==> config.mk <==
export PLATFORM = sky130hd
export DESIGN_NAME = unified_mem_arbiter
export DESIGN_NICKNAME = d
export VERILOG_FILES = /design/src/rtl/unified_mem_arbiter.sv
export SDC_FILE = /design/constraint.sdc
export NUM_CORES = 1
export LEC_CHECK = 0
export CAP_MARGIN = 5
export CORE_ASPECT_RATIO = 1.25
export CORE_UTILIZATION = 63
export CTS_CLUSTER_SIZE = 20
export DETAILED_ROUTE_END_ITERATION = 16
export DONT_BUFFER_PORTS = 1
export PLACE_DENSITY = 0.81
export SLEW_MARGIN = 5
export SYNTH_ARGS = -nofsm -noshare
export SYNTH_HDL_FRONTEND = slang
export SYNTH_SLANG_ARGS = --single-unit
==> constraint.sdc <==
create_clock -name clk -period 4.44 [get_ports clk]
set_clock_uncertainty 0.2 [all_clocks]
set_input_delay 0.444 -clock clk [delete_from_list [all_inputs] [get_ports clk]]
set_output_delay 0.444 -clock clk [all_outputs]
set_load 0.005 [all_outputs]
==> src/rtl/unified_mem_arbiter.sv <==
// unified_mem_arbiter
// Arbitrates one single-ported unified instruction/data memory between the
// MEM stage and a sequential instruction prefetcher. Data accesses always win
// the port. Idle port cycles fill a small {pc, instr} queue that the IF stage
// drains with a valid/ready handshake. A redirect flushes the queue and
// restarts fetch at the new PC.
// Optional feature: define ARB_PERF_CNT_EN to add the performance counters
// perf_fetch_slots_lost and perf_if_starve.
module unified_mem_arbiter #(
    parameter int                ADDR_W   = 8,
    parameter int                QDEPTH   = 2,
    parameter logic [ADDR_W-1:0] RESET_PC = '0
) (
    input  logic              clk,
    input  logic              rst_n,

    // Fetch-side control and IF handshake
    input  logic              redirect,
    input  logic [ADDR_W-1:0] redirect_pc,
    input  logic              if_ready,
    output logic              if_valid,
    output logic [31:0]       if_instr,
    output logic [ADDR_W-1:0] if_pc,

    // MEM-stage data access
    input  logic              d_req,
    input  logic              d_we,
    input  logic [ADDR_W-1:0] d_addr,
    input  logic [31:0]       d_wdata,
    input  logic [2:0]        d_func3,
    output logic [31:0]       d_rdata,

    // Memory port
    output logic              m_MemRead,
    output logic              m_MemWrite,
    output logic [ADDR_W-1:0] m_addr,
    output logic [31:0]       m_data_in,
    output logic [2:0]        m_func3,
    input  logic [31:0]       m_data_out
`ifdef ARB_PERF_CNT_EN
    ,
    output logic [31:0]       perf_fetch_slots_lost,
    output logic [31:0]       perf_if_starve
`endif
);

    // Queue depth is a power of two, so pointers wrap naturally.
    localparam int               PTR_W    = (QDEPTH > 1) ? $clog2(QDEPTH) : 1;
    localparam int               CNT_W    = $clog2(QDEPTH + 1);
    localparam logic [CNT_W-1:0] FULL_CNT = CNT_W'(QDEPTH);

    logic [ADDR_W-1:0] fetch_pc;
    logic [ADDR_W-1:0] q_pc    [QDEPTH];
    logic [31:0]       q_instr [QDEPTH];
    logic [PTR_W-1:0]  rd_ptr;
    logic [PTR_W-1:0]  wr_ptr;
    logic [CNT_W-1:0]  count;

    logic not_full;
    logic pop;
    logic push;

    // Head of queue is presented directly; when empty it is stale and ignored.
    assign if_valid = (count != '0);
    assign if_pc    = q_pc[rd_ptr];
    assign if_instr = q_instr[rd_ptr];

    // A redirect cycle neither pops nor pushes: the queue is being discarded.
    // A push into a full queue is allowed when the head leaves in the same cycle.
    assign not_full = (count < FULL_CNT);
    assign pop      = if_valid & if_ready & ~redirect;
    assign push     = ~d_req & ~redirect & (not_full | pop);

    // Load data comes straight from the memory in the request cycle.
    assign d_rdata = m_data_out;

    // Port mux: a data access owns the port, otherwise the fetch address is
    // presented as an instruction-region read. Strobes are gated by reset so
    // the memory can never be written while the core is held in reset.
    always_comb begin
        m_MemRead  = 1'b0;
        m_MemWrite = 1'b0;
        m_addr     = fetch_pc;
        m_data_in  = '0;
        m_func3    = '0;
        if (d_req) begin
            m_MemRead  = ~d_we & rst_n;
            m_MemWrite = d_we & rst_n;
            m_addr     = d_addr;
            m_data_in  = d_wdata;
            m_func3    = d_func3;
        end
    end

    // Fetch PC, queue pointers and occupancy; redirect overrides push/pop.
    always_ff @(posedge clk or negedge rst_n) begin
        if (!rst_n) begin
            fetch_pc <= RESET_PC;
            rd_ptr   <= '0;
            wr_ptr   <= '0;
            count    <= '0;
        end else if (redirect) begin
            fetch_pc <= redirect_pc;
            rd_ptr   <= '0;
            wr_ptr   <= '0;
            count    <= '0;
        end else begin
            if (push) begin
                fetch_pc <= fetch_pc + ADDR_W'(4);
                wr_ptr   <= wr_ptr + PTR_W'(1);
            end
            if (pop) begin
                rd_ptr <= rd_ptr + PTR_W'(1);
            end
            case ({push, pop})
                2'b10:   count <= count + CNT_W'(1);
                2'b01:   count <= count - CNT_W'(1);
                default: count <= count;
            endcase
        end
    end

    // Queue storage: capture the fetched word together with its address.
    always_ff @(posedge clk or negedge rst_n) begin
        if (!rst_n) begin
            for (int i = 0; i < QDEPTH; i++) begin
                q_pc[i]    <= '0;
                q_instr[i] <= '0;
            end
        end else if (push) begin
            q_pc[wr_ptr]    <= fetch_pc;
            q_instr[wr_ptr] <= m_data_out;
        end
    end

`ifdef ARB_PERF_CNT_EN
    function automatic logic [31:0] sat_inc(input logic [31:0] value);
        return (value == 32'hFFFF_FFFF) ? value : value + 32'd1;
    endfunction

    // Saturating counters: data accesses that steal a usable fetch slot, and
    // cycles where the IF stage has nothing to take.
    always_ff @(posedge clk or negedge rst_n) begin
        if (!rst_n) begin
            perf_fetch_slots_lost <= '0;
            perf_if_starve        <= '0;
        end else begin
            if (d_req && not_full) begin
                perf_fetch_slots_lost <= sat_inc(perf_fetch_slots_lost);
            end
            if (!if_valid) begin
                perf_if_starve <= sat_inc(perf_if_starve);
            end
        end
    end
`endif

endmodule

==> impl_metrics.env <==
export IMPL_clk_pin_slew_ns=0.09
export IMPL_cts_resized=0
export IMPL_drive_gt1_frac=0.4277
export IMPL_ys_types=32
export IMPL_numClockSinks=92
export IMPL_comb_power_share=0.209
export IMPL_ys_top_cells_by_area="dfrtp_1 49%, mux2_2 29%, buf_4 5.1%, and2_1 4.6%, mux2_1 1.4%"
export IMPL_drv_slew=0
export IMPL_crit_type="flop to output port"
export IMPL_required_ns=3.80
export IMPL_place_gp_congestion=0.7933
export IMPL_p_per_area_nw_per_um2=443.7
export IMPL_grt_remaining_overflow=0
export IMPL_outcome="finished clean"
export IMPL_cts_root_buffer_cell="clkbuf_8"
export IMPL_p_int_mw=1.518
export IMPL_dp_hpwl_mm=6.100
export IMPL_grt_pass1_wl_mm=13.61
export IMPL_antenna_found_initial=1
export IMPL_antenna_cells=0
export IMPL_tns_ns=0
export IMPL_initial_utilization=0.6645
export IMPL_syn_nets=459
export IMPL_vias=2630
export IMPL_switching_share=0.2781
export IMPL_grt_use_total=0.2322
export IMPL_die_x_um=79.43
export IMPL_period_share=0.5574
export IMPL_cts_made_buffers=9
export IMPL_wl_mm=9.038
export IMPL_synth_ff_type="dfrtp_1"
export IMPL_die_h_um=98.78
export IMPL_ys_ff_latch=92
export IMPL_cts_buffer_depth=2
export IMPL_startpoint_type="flop"
export IMPL_htree_levels=3
export IMPL_tightest_slew_ns=0.9849
export IMPL_postCtsSetupBuffers=0
export IMPL_synth_edf_count=0
export IMPL_avgSynthCellArea_um2=12.79
export IMPL_io_buffer_count=0
export IMPL_ant_nets=0
export IMPL_yosys_top_cells_count="123 x mux2_2, 92 x dfrtp_1, 35 x and2_1, 32 x buf_4, 11 x clkbuf_1"
export IMPL_netlist_area_leader_share=0.4877
export IMPL_worstPathArrival_ns=1.83
export IMPL_avgRoutedWirePerCell_um=21.07
export IMPL_rsz0062_at_grt="no"
export IMPL_crit_path_end_kind="output port"
export IMPL_timing_fmax_mhz=404.0
export IMPL_nFillCells=527
export IMPL_ctsHoldBuffers=3
export IMPL_yosys_warnings=0
export IMPL_netlist_area_um2=4721
export IMPL_worst_path_buf_inv=0
export IMPL_synth_top_cell_by_area="dfrtp_1"
export IMPL_cp_slowest_cell="dfrtp_2"
export IMPL_io_pins=207
export IMPL_rows=34
export IMPL_yosysMostFrequentCell="mux2_2"
export IMPL_slew_headroom=0.3406
export IMPL_postPlaceCellArea_um2=4494
export IMPL_p_leak_nw=1.929
export IMPL_first_global_vias=2684
export IMPL_cp_top_family="flip-flops"
export IMPL_dr_pass1_iters=4
export IMPL_finalHoldViolCount=0
export IMPL_remaining_drc_errors=0
export IMPL_setup_viol=0
export IMPL_p_seq_frac=0.555
export IMPL_area_delta_synth_final_pct=0.3976
export IMPL_core_um2=7104
export IMPL_grt_max_degree=93
export IMPL_worstPathCellList="mux2_2"
export IMPL_dieArea_um2=7846
export IMPL_p_clk_frac=0.236
export IMPL_critical_path_max_stage_delay_ns=1.02
export IMPL_nets=424
export IMPL_tritoncts="built"
export IMPL_maxCapViolations=0
export IMPL_viasPerCell=6.131
export IMPL_async_flop_share=1.000
export IMPL_min_path_type="primary input to flop"
export IMPL_worst_path_max_fanout=41
export IMPL_whs_ns=0.03254
export IMPL_design_area_um2=4740
export IMPL_drtIter0Drc=59
export IMPL_vdd_ir_drop_max_mv=0.1982
export IMPL_finalCriticalPeriod_ns=2.475
export IMPL_syn_instance_count=369
export IMPL_switching_power_mw=0.5849
export IMPL_worstSkewPairLatency_ns=0.35
export IMPL_seq_area_frac_synth=0.4877
kinds of logic after synthesis:
| family | share of synthesized area |
|---|---|
| xor+xnor | 0.001856 |
| buf+inv | 0.08110 |
| simple gates | 0.09356 |
| flops | 0.4877 |
| fa+ha+maj | 0.002650 |
| mux | 0.3077 |
| compound gates | 0.02544 |
power by group through the flow:
| stage | registers, mW | clock network (mW) | logic [mW] |
|---|---|---|---|
| floorplan | 1.13 | 0 | 0.411 |
| global placement | 1.17 | 0 | 0.408 |
| detailed placement | 1.18 | 0 | 0.424 |
| CTS | 1.17 | 0.504 | 0.447 |
| global route | 1.19 | 0.540 | 0.479 |
| finish | 1.17 | 0.496 | 0.440 |
through the flow:
stage          power [mW]  instances  worst slack [ns]    util
3_3_place_gp        1.574        407             2.038  0.6326
3_5_place_dp        1.606        407             1.998  0.6326
4_1_cts             2.116        426             1.934  0.6629
5_1_grt             2.213        429             1.856  0.6671
2_1_floorplan       1.537        369             2.596       -
6_report            2.103        429             1.965  0.6671
cell type report:
cell class / instances / area (µm²) / share of cell area
tap: 90 / 112.6 / 0.02376
clock inverter: 5 / 36.28 / 0.007656
timing repair buffer: 8 / 105.1 / 0.02218
inverter: 4 / 15.01 / 0.003168
clock buffer: 11 / 131.4 / 0.02772
multi-input combinational: 219 / 2036 / 0.4295
sequential: 92 / 2303 / 0.4860
cells in the final DEF (no fill, tap or decap), types with 2 or more instances in the layout:
cell and instances:
nand2_1 6, inv_1 4, or3_1 2, a21oi_1 3, o21ai_0 5, nand3b_1 2
mux2_1 6, dfrtp_1 91, a31oi_1 5, clkbuf_1 2, clkbuf_8 9, o31ai_1 3
nand2b_1 3, nand3_1 3, nor2_1 8, and2_1 35, clkinvlp_4 3, mux2_2 123
or4_1 3, dlygate4sd3_1 5
registers in the layout (all words and copies together) (netlist names):
name      count
count         2
rd_ptr        1
q_instr      64
q_pc         16
fetch_pc      8
wr_ptr        1
worst register-to-register path: stages, from the launching register on:
cell     delay [ns]
dfrtp_1        0.44
nor2b_4        0.20
nor4b_4        0.83
buf_12         0.29
mux2_2         0.37
final timing paths:
path,slack (ns),endpoint,cells past startpoint,start
worst min-delay path,0.03,q_instr[52],1,m_data_out[20]
min in group asynchronous,0.47,q_instr[39],2,rst_n
worst max-delay path,1.97,if_instr[25],1,rd_ptr
worst max register to register,2.00,q_instr[22],4,count[1]
worst min register to register,0.29,q_instr[14],1,q_instr[14]
max in group asynchronous,3.19,rd_ptr,2,rst_n
per-layer routing:
metal  up-vias  track usage  wire length [µm]
met2       131       0.4149              4854
met3        11      0.06944               650
met4         2      0.06713               119
met1      1315       0.2638              3401
met5         -            0                12
li1       1171            -                 -
Power figures use the tool's default switching activity.
